**config.mk**
```make
export PLATFORM = sky130hd
export DESIGN_NAME = lampfpu_sqrt_issue_flat
export DESIGN_NICKNAME = d
export VERILOG_FILES = /design/src/rtl/lampfpu_sqrt_issue_pkg.sv /design/src/rtl/lampfpu_sqrt_issue_if.sv /design/src/rtl/lampfpu_sqrt_issue_classify.sv /design/src/rtl/lampfpu_sqrt_issue.sv /design/src/flat_wrapper.sv
export SDC_FILE = /design/constraint.sdc
export NUM_CORES = 1
export LEC_CHECK = 0
export BUFFER_PORTS_ARGS = -buffer_cell sky130_fd_sc_hd__buf_2
export CAP_MARGIN = 0
export CORE_MARGIN = 3
export CORE_UTILIZATION = 43
export DETAILED_ROUTE_END_ITERATION = 6
export PLACE_DENSITY_LB_ADDON = 0.1
export SYNTH_ARGS = -nofsm -noshare
export SYNTH_HDL_FRONTEND = slang
export SYNTH_HIERARCHICAL = 1
export SYNTH_SLANG_ARGS = --single-unit
```
**constraint.sdc**
```tcl
create_clock -name clk -period 5.85 [get_ports clk]
set_clock_uncertainty 0.15 [all_clocks]
set_input_delay 0.2925 -clock clk [delete_from_list [all_inputs] [get_ports clk]]
set_output_delay 0.2925 -clock clk [all_outputs]
set_load 0.01 [all_outputs]
```
**src/rtl/lampfpu_sqrt_issue_pkg.sv**
```systemverilog
// Shared constants and types for the bfloat16 square-root issue/return controller.
package lampfpu_sqrt_issue_pkg;

    localparam int          LAMP_FLOAT_E_BIAS = 127;
    localparam logic [15:0] LAMP_QNAN         = 16'h7FC0;
    localparam logic [15:0] LAMP_PINF         = 16'h7F80;

    typedef enum logic [2:0] {
        ST_IDLE,
        ST_CLASSIFY,
        ST_LAUNCH,
        ST_WAIT,
        ST_RESP
    } sqrt_state_e;

    // Exception flags in output order {nv, dz, to}
    typedef struct packed {
        logic nv;
        logic dz;
        logic to;
    } sqrt_flags_t;

endpackage

```
**src/rtl/lampfpu_sqrt_issue_if.sv**
```systemverilog
// Operand/result handshake bus between the FPU issue logic (master) and the
// square-root issue controller (slave).
interface lampfpu_sqrt_issue_if;
    logic        op_valid_i;
    logic        op_ready_o;
    logic [15:0] op_i;
    logic        inv_i;
    logic        res_valid_o;
    logic        res_ready_i;
    logic [15:0] res_o;
    logic [2:0]  flags_o;

    modport master (
        output op_valid_i, op_i, inv_i, res_ready_i,
        input  op_ready_o, res_valid_o, res_o, flags_o
    );

    modport slave (
        input  op_valid_i, op_i, inv_i, res_ready_i,
        output op_ready_o, res_valid_o, res_o, flags_o
    );
endinterface

```
**src/rtl/lampfpu_sqrt_issue_classify.sv**
```systemverilog
// Combinational operand classifier: resolves NaN/zero/negative/infinity
// operands to their final result, otherwise produces the unbiased exponent
// and hidden-bit mantissa for the square-root core.
module lampfpu_sqrt_issue_classify
    import lampfpu_sqrt_issue_pkg::*;
(
    input  logic              [15:0] op,
    input  logic                     inv,
    output logic                     special,
    output logic              [15:0] spec_res,
    output sqrt_flags_t              spec_flags,
    output logic signed       [7:0]  exp_unb,
    output logic              [7:0]  mant
);
    logic       sgn;
    logic [7:0] e;
    logic [6:0] f;

    assign sgn = op[15];
    assign e   = op[14:7];
    assign f   = op[6:0];

    // Modulo-256 subtraction gives the right two's complement for normal exponents
    assign exp_unb = $signed(e - 8'(LAMP_FLOAT_E_BIAS));
    assign mant    = {1'b1, f};

    // Special-operand resolution in priority order: NaN, zero/subnormal, negative, +inf
    always_comb begin
        special    = 1'b1;
        spec_res   = 16'h0000;
        spec_flags = '0;
        if (e == 8'hFF && f != 7'd0) begin
            spec_res      = LAMP_QNAN;
            spec_flags.nv = ~f[6];
        end else if (e == 8'h00) begin
            // Subnormals flush to zero; the sign survives into the result
            if (inv) begin
                spec_res      = {sgn, LAMP_PINF[14:0]};
                spec_flags.dz = 1'b1;
            end else begin
                spec_res = {sgn, 15'd0};
            end
        end else if (sgn) begin
            spec_res      = LAMP_QNAN;
            spec_flags.nv = 1'b1;
        end else if (e == 8'hFF) begin
            spec_res = inv ? 16'h0000 : LAMP_PINF;
        end else begin
            special = 1'b0;
        end
    end

endmodule

```
**src/rtl/lampfpu_sqrt_issue.sv**
```systemverilog
// Issue/return controller wrapping the LAMP FPU square-root stage.
// Optional hang detection in WAIT is enabled by defining
// LAMP_SQRT_ISSUE_TIMEOUT_EN (uses TIMEOUT_CYCLES).
module lampfpu_sqrt_issue
    import lampfpu_sqrt_issue_pkg::*;
#(
    parameter int TIMEOUT_CYCLES = 32
) (
    input  logic                clk,
    input  logic                rst,
    lampfpu_sqrt_issue_if.slave bus,
    output logic                sq_do_sqrt_o,
    output logic                sq_do_inv_sqrt_o,
    output logic                sq_s_o,
    output logic signed [7:0]   sq_e_o,
    output logic        [7:0]   sq_m_o,
    input  logic                sq_valid_i,
    input  logic                sq_s_i,
    input  logic signed [7:0]   sq_e_i,
    input  logic        [7:0]   sq_m_i
);
    sqrt_state_e        state;
    logic               op_ready_q;
    logic               res_valid_q;
    logic        [15:0] res_q;
    sqrt_flags_t        flags_q;
    logic               do_sqrt_q;
    logic               do_inv_q;
    logic               sq_s_q;
    logic signed [7:0]  sq_e_q;
    logic        [7:0]  sq_m_q;
    logic        [15:0] op_q;
    logic               inv_q;

    logic               cls_special;
    logic        [15:0] cls_res;
    sqrt_flags_t        cls_flags;
    logic signed [7:0]  cls_exp;
    logic        [7:0]  cls_mant;

`ifdef LAMP_SQRT_ISSUE_TIMEOUT_EN
    localparam int CNT_W = $clog2(TIMEOUT_CYCLES + 1);
    logic [CNT_W-1:0] to_cnt;
`else
    // Without hang detection the limit has no consumer
    logic unused_timeout;
    assign unused_timeout = ^TIMEOUT_CYCLES;
`endif

    // The core result is always non-negative; its sign output carries no information
    logic unused_sq_s;
    assign unused_sq_s = sq_s_i;

    // Re-bias the core exponent and saturate to +inf / +0 at the range limits
    function automatic logic [15:0] pack_result(input logic signed [7:0] e, input logic [7:0] m);
        logic signed [8:0] b;
        b = $signed({e[7], e}) + 9'(LAMP_FLOAT_E_BIAS);
        if (m == 8'd0)
            return 16'h0000;
        else if (b >= 9'sd255)
            return LAMP_PINF;
        else if (b <= 9'sd0)
            return 16'h0000;
        else
            return {1'b0, b[7:0], m[6:0]};
    endfunction

    lampfpu_sqrt_issue_classify u_classify (
        .op         (op_q),
        .inv        (inv_q),
        .special    (cls_special),
        .spec_res   (cls_res),
        .spec_flags (cls_flags),
        .exp_unb    (cls_exp),
        .mant       (cls_mant)
    );

    // Operand capture on acceptance; held for the whole operation
    always_ff @(posedge clk) begin
        if (state == ST_IDLE && bus.op_valid_i && op_ready_q) begin
            op_q  <= bus.op_i;
            inv_q <= bus.inv_i;
        end
    end

    // Issue/return FSM with registered handshake, result and core-launch outputs
    always_ff @(posedge clk or negedge rst) begin
        if (!rst) begin
            state       <= ST_IDLE;
            op_ready_q  <= 1'b1;
            res_valid_q <= 1'b0;
            res_q       <= 16'h0000;
            flags_q     <= '0;
            do_sqrt_q   <= 1'b0;
            do_inv_q    <= 1'b0;
            sq_s_q      <= 1'b0;
            sq_e_q      <= 8'sd0;
            sq_m_q      <= 8'd0;
`ifdef LAMP_SQRT_ISSUE_TIMEOUT_EN
            to_cnt      <= '0;
`endif
        end else begin
            do_sqrt_q <= 1'b0;
            do_inv_q  <= 1'b0;
            case (state)
                ST_IDLE: begin
                    if (bus.op_valid_i && op_ready_q) begin
                        op_ready_q <= 1'b0;
                        flags_q    <= '0;
                        state      <= ST_CLASSIFY;
                    end
                end
                ST_CLASSIFY: begin
                    if (cls_special) begin
                        res_q       <= cls_res;
                        flags_q     <= cls_flags;
                        res_valid_q <= 1'b1;
                        state       <= ST_RESP;
                    end else begin
                        sq_s_q    <= 1'b0;
                        sq_e_q    <= cls_exp;
                        sq_m_q    <= cls_mant;
                        // Raised here so the pulse is visible during LAUNCH
                        do_sqrt_q <= ~inv_q;
                        do_inv_q  <= inv_q;
                        state     <= ST_LAUNCH;
                    end
                end
                ST_LAUNCH: begin
`ifdef LAMP_SQRT_ISSUE_TIMEOUT_EN
                    to_cnt <= '0;
`endif
                    state  <= ST_WAIT;
                end
                ST_WAIT: begin
                    // A core answer on the final counted cycle still takes priority
                    if (sq_valid_i) begin
                        res_q       <= pack_result(sq_e_i, sq_m_i);
                        res_valid_q <= 1'b1;
                        state       <= ST_RESP;
                    end
`ifdef LAMP_SQRT_ISSUE_TIMEOUT_EN
                    else if (to_cnt == CNT_W'(TIMEOUT_CYCLES - 1)) begin
                        res_q       <= LAMP_QNAN;
                        flags_q.to  <= 1'b1;
                        res_valid_q <= 1'b1;
                        state       <= ST_RESP;
                    end else begin
                        to_cnt <= to_cnt + 1'b1;
                    end
`endif
                end
                ST_RESP: begin
                    if (bus.res_ready_i) begin
                        res_valid_q <= 1'b0;
                        op_ready_q  <= 1'b1;
                        state       <= ST_IDLE;
                    end
                end
                default: state <= ST_IDLE;
            endcase
        end
    end

    assign bus.op_ready_o  = op_ready_q;
    assign bus.res_valid_o = res_valid_q;
    assign bus.res_o       = res_q;
    assign bus.flags_o     = flags_q;

    assign sq_do_sqrt_o     = do_sqrt_q;
    assign sq_do_inv_sqrt_o = do_inv_q;
    assign sq_s_o           = sq_s_q;
    assign sq_e_o           = sq_e_q;
    assign sq_m_o           = sq_m_q;

endmodule

```
**src/flat_wrapper.sv**
```systemverilog
// flat-port wrapper written by rule: the top's interface ports become plain ports
module lampfpu_sqrt_issue_flat import lampfpu_sqrt_issue_pkg::*;
#(
    parameter int TIMEOUT_CYCLES = 32
)
  (clk, rst, sq_do_sqrt_o, sq_do_inv_sqrt_o, sq_s_o, sq_e_o, sq_m_o, sq_valid_i, sq_s_i, sq_e_i, sq_m_i, bus_op_valid_i, bus_op_i, bus_inv_i, bus_res_ready_i, bus_op_ready_o, bus_res_valid_o, bus_res_o, bus_flags_o);
  lampfpu_sqrt_issue_if bus_i ();
  input  logic clk;
  input  logic rst;
  output logic sq_do_sqrt_o;
  output logic sq_do_inv_sqrt_o;
  output logic sq_s_o;
  output logic signed [7:0] sq_e_o;
  output logic        [7:0] sq_m_o;
  input  logic sq_valid_i;
  input  logic sq_s_i;
  input  logic signed [7:0] sq_e_i;
  input  logic        [7:0] sq_m_i;
  input wire logic [$bits(bus_i.op_valid_i)-1:0] bus_op_valid_i;
  input wire logic [$bits(bus_i.op_i)-1:0] bus_op_i;
  input wire logic [$bits(bus_i.inv_i)-1:0] bus_inv_i;
  input wire logic [$bits(bus_i.res_ready_i)-1:0] bus_res_ready_i;
  output wire logic [$bits(bus_i.op_ready_o)-1:0] bus_op_ready_o;
  output wire logic [$bits(bus_i.res_valid_o)-1:0] bus_res_valid_o;
  output wire logic [$bits(bus_i.res_o)-1:0] bus_res_o;
  output wire logic [$bits(bus_i.flags_o)-1:0] bus_flags_o;
  assign bus_i.op_valid_i = bus_op_valid_i;
  assign bus_i.op_i = bus_op_i;
  assign bus_i.inv_i = bus_inv_i;
  assign bus_i.res_ready_i = bus_res_ready_i;
  assign bus_op_ready_o = bus_i.op_ready_o;
  assign bus_res_valid_o = bus_i.res_valid_o;
  assign bus_res_o = bus_i.res_o;
  assign bus_flags_o = bus_i.flags_o;
  lampfpu_sqrt_issue #(.TIMEOUT_CYCLES(TIMEOUT_CYCLES)) u_core (.clk(clk), .rst(rst), .bus(bus_i), .sq_do_sqrt_o(sq_do_sqrt_o), .sq_do_inv_sqrt_o(sq_do_inv_sqrt_o), .sq_s_o(sq_s_o), .sq_e_o(sq_e_o), .sq_m_o(sq_m_o), .sq_valid_i(sq_valid_i), .sq_s_i(sq_s_i), .sq_e_i(sq_e_i), .sq_m_i(sq_m_i));
endmodule
```
==> results.json <==
{
  "worst_pin_slew_ps": 959,
  "antenna_found_initial": 0,
  "synth_async_sr_flop_share_pct": 71.2,
  "final-setup-viol-count": 0,
  "hpwl_mm": 5.16,
  "synth.largest_area_cell": "dfrtp_1",
  "end_kind": "flip-flop",
  "num_vias": 2747,
  "port_buffers": 76,
  "htree_levels": 3,
  "rsz0062_at_grt": "false",
  "period_minus_slack_ps": 3380,
  "synth.distinct_cells": 55,
  "clk_pin_slew_worst_paths_ps": 60,
  "synth_top_area_share_pct": 30.1,
  "final_area_mm2": 0.00408,
  "grt_pass1_wl_mm": 12.3,
  "synth.avg_cell_area_um2": 9.73,
  "clock_latency_ps": 330,
  "slew_viol_final": 0,
  "ir_drop_uv": 233,
  "synthFlopType": "dfrtp_1",
  "cts.sinks": 59,
  "wl_per_cell_um": 14.2,
  "clockRootBuffer": "clkbuf_8",
  "dpl.cell_count": 494,
  "ios": 79,
  "placed_area_mm2": 0.00369,
  "gp_routability_congestion": 0.844,
  "yosysWarningCount": 6,
  "final_nets": 469,
  "netlist_instances": 350,
  "worstPathRequired_ps": 5890,
  "cts_setup_buffers": 0,
  "drc": 0,
  "timing.final.crit_share_pct": 57.7,
  "cts_resized": 0,
  "grt_max_degree": 47,
  "hold_viol_final": 0,
  "drt_wl_total_mm": 7.52,
  "worstSetupPathType": "in -> reg",
  "powerDensity_mw_per_mm2": 379,
  "synthToLayoutAreaGrowth_pct": 19.7,
  "firstDrtPassIters": 4,
  "grt_pass1_vias": 2568,
  "drt_iter0_drc": 107,
  "drive_gt1_share_pct": 28.6,
  "max_freq_mhz": 296,
  "synth_edf_count": 17,
  "relSlewSlack_pct": 36.1,
  "ys_seq_area_share_pct": 45.9,
  "fin_util_pct": 54.7,
  "cts_buffer_depth": 2,
  "holdWs_ps": 148,
  "start_util_pct": 45.7,
  "cts_buffers": 9,
  "antenna_left": 0,
  "hold_path_depth": 4,
  "vias_per_cell": 5.19,
  "p_leak_uw": 0.00173,
  "holdCritPathClass": "in -> reg",
  "cp_max_fo": 11,
  "die_x_um": 95.0,
  "cts_tree": "yes",
  "overflow": 0,
  "layout.cells.non_filler": 529,
  "grt_usage_pct": 17.7,
  "startpoint_type": "primary input",
  "rows": 31,
  "insertedDiodeCount": 0,
  "cp.arrival_ps": 3410,
  "ys_ff_latch": 59,
  "drv_cap": 0,
  "status": "finished clean",
  "die_area_mm2": 0.00902,
  "die-height_um": 95.0,
  "ys_top_cells_by_area": "dfrtp_1 30%, edfxtp_1 15%, buf_4 5.3%",
  "tns_ps": 0,
  "syn-cell-area_mm2": 0.00340,
  "core_area_mm2": 0.00745,
  "final_cell_mix": "76 x buf_2, 41 x dfrtp_1, 26 x nand2_1",
  "layout_commonest_cell": "buf_2",
  "reg2reg_depth": 10
}
[logic make-up after synthesis]
logic type,share of synthesized area (%)
adder cells (fa/ha/maj),1.84
XOR/XNOR,2.57
AO/OA/AOI/OAI,13.0
flip-flops,45.9
multiplexers,6.28
AND/OR/NAND/NOR,20.9
buffers and inverters,9.11
other,0.331
[routing by layer]
layer	wire length (um)	vias to the layer above	track usage, %
met5	0	-	0
met2	3490	80	27.2
met3	485	6	6.77
li1	-	1380	-
met1	3480	1281	23.7
met4	73	0	4.33
[Yosys cell counts, types with 2 or more instances]
| master | n |
|---|---|
| o311ai_0 | 2 |
| o21ai_1 | 3 |
| o211ai_1 | 9 |
| clkbuf_1 | 11 |
| a31oi_1 | 2 |
| nor3_1 | 6 |
| nor4_1 | 10 |
| xnor2_1 | 6 |
| buf_4 | 24 |
| and2_1 | 4 |
| a22oi_1 | 2 |
| or3_1 | 10 |
| nand4_1 | 2 |
| ha_1 | 5 |
| buf_6 | 2 |
| nand2_1 | 26 |
| o21ai_0 | 22 |
| and3_1 | 3 |
| nor2b_1 | 4 |
| a21oi_1 | 14 |
| conb_1 | 3 |
| nand3_1 | 24 |
| xor2_1 | 4 |
| nor3b_1 | 2 |
| nor2_1 | 26 |
| inv_1 | 11 |
| a211oi_1 | 7 |
| edfxtp_1 | 17 |
| buf_2 | 2 |
| nor4b_1 | 2 |
| dfrtp_1 | 41 |
| mux2i_1 | 2 |
| nor3_2 | 2 |
| nand2b_1 | 4 |
| mux2_2 | 16 |
[worst paths after layout]
| check | startpoint | endpoint | slack [ps] |
|---|---|---|---|
| min in group asynchronous | rst | u_core/sq_e_o[3]$_DFFE_PN0P_ | 500 |
| min reg2reg | u_core/sq_e_o[6]$_DFFE_PN0P_ | u_core/sq_e_o[6]$_DFFE_PN0P_ | 350 |
| max reg2reg | u_core/op_q[7]$_DFFE_PP_ | u_core/bus.res_o[8]$_DFFE_PN0P_ | 2830 |
| max | sq_e_i[0] | u_core/bus.res_o[8]$_DFFE_PN0P_ | 2470 |
| min | sq_valid_i | u_core/state[0]$_DFFE_PN0P_ | 150 |
| max in group asynchronous | rst | u_core/bus.res_o[0]$_DFFE_PN0P_ | 4440 |
[critical path, cell delays in order]
cell and delay [ps]:
buf_2 150, inv_1 70, ha_1 370, or4b_4 540
nor3_1 160, a31o_2 200, nand2_1 60, a21oi_1 130
ha_1 260, nor2_1 440, o211ai_1 190, mux2i_2 380
o21ai_0 160
[where the power goes]
part | total [uW] | leakage (uW) | internal [uW] | switching, uW
Clock | 364 | 0.0000991 | 206 | 158
Combinational | 531 | 0.000983 | 244 | 287
Sequential | 651 | 0.000650 | 567 | 83.7
Total | 1550 | 0.00173 | 1020 | 528
[flip-flops by register name (all words and copies together), names as in the netlist]
register,count
u_core/bus.res_valid_o,1
u_core/state,3
u_core/op_q,16
u_core/sq_do_inv_sqrt_o,1
u_core/bus.res_o,16
u_core/inv_q,1
u_core/sq_e_o,8
u_core/bus.flags_o,3
u_core/sq_do_sqrt_o,1
u_core/bus.op_ready_o,1
u_core/sq_m_o,8
[what timing repair did]
item | in CTS | in global routing
hold endpoints to repair | 59 | 0
setup endpoints to repair | 0 | 0
hold buffers | 19 | 0
[metrics by stage]
step,setup WS (ps),power (uW)
final,2470,1550
after global routing,2240,1670
after CTS,2470,1570
after detailed placement,2120,1190
after global placement,2170,1170
after floorplan,2860,989
[area by class of cell]
class | count | area (um^2)
fillers | 698 | 3370
flip-flops and latches | 59 | 1560
multi-input cells | 246 | 1560
repair buffers | 98 | 593
clock buffers | 11 | 141
well taps | 99 | 124
clock inverters | 5 | 52.6
inverters | 11 | 41.3
Note: power is estimated with default switching activity, not from simulation.
